<file path="src/rtl/hazard_ctrl_unit.sv">
// Pipeline hazard controller: RAW detection against EXE/MEM, branch flush sequencing,
// multi-cycle-op wait with timeout, and saturating stall/flush counters.
module hazard_ctrl_unit #(
  parameter int unsigned REG_ADDR_W   = 4,
  parameter int unsigned FLUSH_CYCLES = 1,
  parameter int unsigned MC_TIMEOUT   = 64,
  parameter int unsigned CNT_W        = 16,
  parameter bit          R0_HARDWIRED = 1'b1
) (
  input  logic                  clk,
  input  logic                  rst,
  input  logic                  forward_en,
  input  logic [REG_ADDR_W-1:0] src1_id,
  input  logic [REG_ADDR_W-1:0] src2_id,
  input  logic                  src2_valid,
  input  logic [REG_ADDR_W-1:0] dest_exe,
  input  logic                  wb_en_exe,
  input  logic                  mem_r_en_exe,
  input  logic [REG_ADDR_W-1:0] dest_mem,
  input  logic                  wb_en_mem,
  input  logic                  branch_taken,
  input  logic                  mc_start,
  input  logic                  mc_done,
  output logic                  pc_freeze,
  output logic                  if_id_freeze,
  output logic                  id_ex_bubble,
  output logic                  flush,
  output logic                  hazard_detected,
  output logic                  mc_timeout,
  output logic [CNT_W-1:0]      stall_cnt,
  output logic [CNT_W-1:0]      flush_cnt
);

  localparam int unsigned FcW = $clog2(FLUSH_CYCLES + 1);
  localparam int unsigned TcW = $clog2(MC_TIMEOUT + 1);
  localparam logic [FcW-1:0] FcReload = FcW'(FLUSH_CYCLES - 1);
  // Last MCWAIT cycle before forced release; the mc_start cycle makes the stall MC_TIMEOUT long.
  localparam logic [TcW-1:0] TcLast = TcW'(MC_TIMEOUT - 2);

  typedef enum logic [1:0] {StRun, StFlush, StMcwait} state_e;

  state_e         state_q, state_d;
  logic [FcW-1:0] fcnt_q, fcnt_d;
  logic [TcW-1:0] tcnt_q, tcnt_d;
  logic           timeout_q, timeout_d;
  logic [CNT_W-1:0] stall_cnt_q, flush_cnt_q;

  logic exe_hz, mem_hz, load_use, hz;
  logic freeze_c, bubble_c, flush_c;

  function automatic logic match(input logic [REG_ADDR_W-1:0] src,
                                 input logic [REG_ADDR_W-1:0] dst);
    return (src == dst) && !(R0_HARDWIRED && (src == '0));
  endfunction

  always_comb begin
    exe_hz   = wb_en_exe & (match(src1_id, dest_exe) | (src2_valid & match(src2_id, dest_exe)));
    mem_hz   = wb_en_mem & (match(src1_id, dest_mem) | (src2_valid & match(src2_id, dest_mem)));
    load_use = mem_r_en_exe & exe_hz;
    hz       = forward_en ? load_use : (exe_hz | mem_hz);
  end

  always_comb begin
    state_d   = state_q;
    fcnt_d    = fcnt_q;
    tcnt_d    = tcnt_q;
    timeout_d = 1'b0;
    freeze_c  = 1'b0;
    bubble_c  = 1'b0;
    flush_c   = 1'b0;
    unique case (state_q)
      StRun: begin
        if (branch_taken) begin
          flush_c = 1'b1;
          if (FLUSH_CYCLES > 1) begin
            state_d = StFlush;
            fcnt_d  = FcReload;
          end
        end else if (mc_start) begin
          freeze_c = 1'b1;
          state_d  = StMcwait;
          tcnt_d   = '0;
        end else if (hz) begin
          freeze_c = 1'b1;
          bubble_c = 1'b1;
        end
      end
      StFlush: begin
        flush_c = 1'b1;
        if (branch_taken) begin
          fcnt_d = FcReload;
        end else if (fcnt_q == FcW'(1)) begin
          state_d = StRun;
          fcnt_d  = '0;
        end else begin
          fcnt_d = fcnt_q - FcW'(1);
        end
      end
      StMcwait: begin
        freeze_c = 1'b1;
        tcnt_d   = tcnt_q + TcW'(1);
        if (mc_done) begin
          state_d = StRun;
        end else if (tcnt_q == TcLast) begin
          state_d   = StRun;
          timeout_d = 1'b1;
        end
      end
      default: state_d = StRun;
    endcase
  end

  // Combinational outputs are held low while reset is asserted.
  always_comb begin
    pc_freeze       = rst & freeze_c;
    if_id_freeze    = rst & freeze_c;
    id_ex_bubble    = rst & bubble_c;
    flush           = rst & flush_c;
    hazard_detected = rst & hz;
  end

  always_ff @(posedge clk or negedge rst) begin
    if (!rst) begin
      state_q     <= StRun;
      fcnt_q      <= '0;
      tcnt_q      <= '0;
      timeout_q   <= 1'b0;
      stall_cnt_q <= '0;
      flush_cnt_q <= '0;
    end else begin
      state_q   <= state_d;
      fcnt_q    <= fcnt_d;
      tcnt_q    <= tcnt_d;
      timeout_q <= timeout_d;
      if (pc_freeze && (stall_cnt_q != '1)) stall_cnt_q <= stall_cnt_q + CNT_W'(1);
      if (flush && (flush_cnt_q != '1)) flush_cnt_q <= flush_cnt_q + CNT_W'(1);
    end
  end

  assign mc_timeout = timeout_q;
  assign stall_cnt  = stall_cnt_q;
  assign flush_cnt  = flush_cnt_q;

endmodule

</file>
<file path="config.mk">
export PLATFORM = sky130hd
export DESIGN_NAME = hazard_ctrl_unit
export DESIGN_NICKNAME = d
export VERILOG_FILES = /design/src/rtl/hazard_ctrl_unit.sv
export SDC_FILE = /design/constraint.sdc
export NUM_CORES = 1
export LEC_CHECK = 0
export CORE_ASPECT_RATIO = 1.5
export CORE_MARGIN = 2
export CORE_UTILIZATION = 43
export CTS_BUF_LIST = sky130_fd_sc_hd__clkbuf_4 sky130_fd_sc_hd__clkbuf_8 sky130_fd_sc_hd__clkbuf_16
export DETAILED_ROUTE_END_ITERATION = 10
export PLACE_DENSITY = 0.76
export SLEW_MARGIN = 0
export SYNTH_ARGS = -nofsm -noshare
export SYNTH_HDL_FRONTEND = slang
export SYNTH_SLANG_ARGS = --single-unit
</file>
<file path="constraint.sdc">
create_clock -name clk -period 2.8 [get_ports clk]
set_clock_uncertainty 0.1 [all_clocks]
set_input_delay 0.7 -clock clk [delete_from_list [all_inputs] [get_ports clk]]
set_output_delay 0.7 -clock clk [all_outputs]
set_load 0.03 [all_outputs]
</file>
==> impl_results.md, run 1 <==
* Status: finished with violations
* Failing checks: setup timing
* Final setup fails at 4
* Min Tclk post-route at 3010 ps
* Row Count at 32
* Critical path data required time at 2000 ps
* DR vias at 2098
* Initial Utilization at 0.445
* Final Hold Vio Count at 0
* Area delta synth->final at 46.9%
* Power share of the combinational group at 0.380
* Max rail drop VDD at 0.331 mV
* Relative slew margins at 0.596
* Non-Filler Instances at 402
* Seq pwr share at 0.430
* Layout cell share with drive strength beyond 1 at 0.228
* IO Port Bufs at 63
* First-pass DRT Iterations at 4
* Detailed Place HPWL at 4280 um
* DIE AREA at 0.00595 sq mm
* Worst setup path start: src2_id[2]
* Clock Root Buffer: clkbuf_8
* # DRC at 0
* Initial antenna violation count at 0
* Syn_nets at 264
* First-pass GRT wire length at 9350 um
* Critical path buffer and inverter count at 5
* Placer Congestion at 0.880
* Syn Inst Count at 234
* Total length of routed wires at 5370 um
* Switch share at 0.380
* Tot GR Track Use at 0.199
* Fin crit share at 1.07
* Slew Viols, Final at 0
* Inst Count DP at 391
* Hold_buf cts at 0
* Antenna fix cells at 0
* Pleak at 1.53 nW
* Antenna-violating nets left at 0
* Crit-path leading delay family: buffers and inverters
* Overall die height at 93.5 um
* MaxCap Viol Count at 0
* Clk network pwr share at 0.190
* Clock Sink Count at 41
* DRT iter0 DRCs at 38
* Largest cells by area after synthesis: dfrtp_1 (45%), xor2_1 (11%), xnor2_1 (7.6%)
* Finished Core Util at 0.653
* CP startpoint kind: input port
* CP most frequent cell: buf_4
* WP data arrival at 2210 ps
* Mapped cell area at 0.00230 sq mm
* Vias per cell at 5.22
* YS warnings at 0
* CP max stage cell: o41a_1
* Total power at 1.98 mW
* Clock transition at path regs at 80 ps
* DP Area at 0.00321 sq mm
* Endpoint class of the critical path: output port
* CTS tree: yes
* Area fraction of the dominant cell type after synthesis at 0.447
* Worst skew pair latency at 290 ps
* Crit-path cells: buf_4 -> xnor2_2 -> nand2_1 -> buf_4 -> buf_4 -> buf_4 -> o41a_1 -> and4_4 -> nor2_4 -> buf_6
* Grt total ovfl at 0
* Die extent in x at 63.7 um
* Commonest cells after routing, fill and taps aside: dfrtp_1 (41), clkdlybuf4s50_1 (36), buf_4 (32)
* FILL cells at 420
* Final WS setup at -208 ps
* Largest net degree at the start of global routing at 21
* Type of the worst min-delay path: in -> async
* Mean area per synthesized cell at 9.81 sq um
* Yosys cell types at 35
* Vias in the first global route at 2105
* PD cells at 588 mW/mm^2
* Most common cell after layout, fill and taps aside: dfrtp_1
* H-tree depth at 2
* Crit Path Class: in -> out
* Sequential area share after synthesis at 0.447
* Slowest stage delay, CP at 330 ps
* Worst slack, placed at -661 ps
* Cell taking the most area after synthesis: dfrtp_1
* Worst slew pin tran at 600 ps
* NetSw at 754 uW
* Number of synthesized register bits at 41
* Wirelength per Cell at 13.3 um
* CP max FO at 3
* Max clock buf depth at 2
* Core ar. at 0.00516 sq mm
* Critical R2R Launch: stall_cnt[0]
* Peak Freq at 0.332 GHz
* Top-Level Pins at 64
* Fin nets at 363
* Finished layout cell area at 0.00337 sq mm
* RSZ-0062 raised after global routing: true
* Cell-internal power at 1.23 mW
* Total CTS buffers at 5
==> cells in the mapped netlist <==
cell,number
a2111oi_0,1
inv_2,1
buf_6,1
nand3b_1,1
nor2_1,13
a21boi_0,1
o41a_1,2
nand3_1,14
or4_1,2
a2111o_1,1
buf_2,1
xor2_1,28
and3_1,5
nand2b_1,3
and4_4,1
buf_4,1
o21ai_1,9
and2_1,2
nor3_1,11
or3_1,2
nand2_1,26
nand4_1,13
and4_1,3
nor4_1,5
a21oi_1,3
mux2_1,3
nor4_2,2
ha_1,4
o21ai_0,2
nor2b_1,1
dfrtp_1,41
nor3b_1,1
nor4b_2,2
inv_1,8
xnor2_1,20
==> power by group through the flow <==
stage	Combinational [mW]	Sequential, mW	Clock (mW)
final	0.753	0.853	0.377
after global routing	0.820	0.875	0.413
after CTS	0.755	0.851	0.387
after detailed placement	0.744	0.863	0
after global placement	0.726	0.858	0
after floorplan	0.275	0.991	0
==> worst reg2reg max path, cell delays in order, from the launching register on <==
cell	delay, ps
dfrtp_1	430
ha_1	270
inv_1	80
nor3_1	50
a2111oi_0	550
nand2_1	230
nor4b_2	290
xor2_1	170
==> state kept, by name (all words and copies together) (netlist names) <==
register and flops:
stall_cnt 16, flush_cnt 16, mc_timeout 1, tcnt_q 7, state_q 1
==> metrics by stage <==
| stage | TNS, ps | hold slack [ps] |
|---|---|---|
| CTS | -947 | 290 |
| global route | -997 | 304 |
| finish | -786 | 290 |
| floorplan | -245 | 304 |
| detailed placement | -5970 | 389 |
| global placement | -5410 | 381 |
==> timing repair <==
item                       4_1_cts  5_1_grt
pin swaps                       19        7
gates resized for setup         73        8
setup endpoints to repair       10        4
cloned                           0        0
setup buffers                    3        1
==> layer usage <==
layer	share of wire	global-route usage
met1	0.38	0.214
met2	0.55	0.369
met3	0.048	0.0373
met4	0.025	0.0942
met5	0	0
==> layout make-up <==
cell class	instances	area, sq um	area share
Clock buffer	6	76.3	0.0226
Multi-Input combinational cell	181	1290	0.383
Sequential cell	41	1030	0.304
Tap cell	68	85.1	0.0252
Clock inverter	2	10.0	0.00297
Timing Repair Buffer	95	851	0.252
Inverter	9	33.8	0.0100
==> worst paths after layout <==
check | to | slack (ps) | cells past startpoint
hold reg to reg | flush_cnt[15] | 400 | 1
setup / recovery | pc_freeze | -210 | 10
max in group asynchronous | stall_cnt[9] | 2050 | 2
setup reg to reg | stall_cnt[11] | 560 | 7
min in group clk | flush_cnt[15] | 400 | 1
hold / removal | flush_cnt[15] | 290 | 2
==> cells by family (layout without fill, tap and decap cells) <==
| family | count (synthesis) | after routing | synth area share |
|---|---|---|---|
| AOI/OAI and AO/OA | 19 | 19 | 0.0523 |
| xor gates and xnor gates | 48 | 48 | 0.183 |
| adders and majority gates | 4 | 4 | 0.0218 |
| buffers and inverters | 12 | 112 | 0.0251 |
| DFF | 41 | 41 | 0.447 |
| muxes | 3 | 3 | 0.0147 |
| and+or+nand+nor | 107 | 107 | 0.256 |
No activity file was read; power rests on OpenSTA's default activity.
==> run 2: changes to the inputs <==
Settings changed: CAP_MARGIN set to 20.
==> results of run 2 <==
The final DEF is identical to that of run 1; final timing and power are the same.
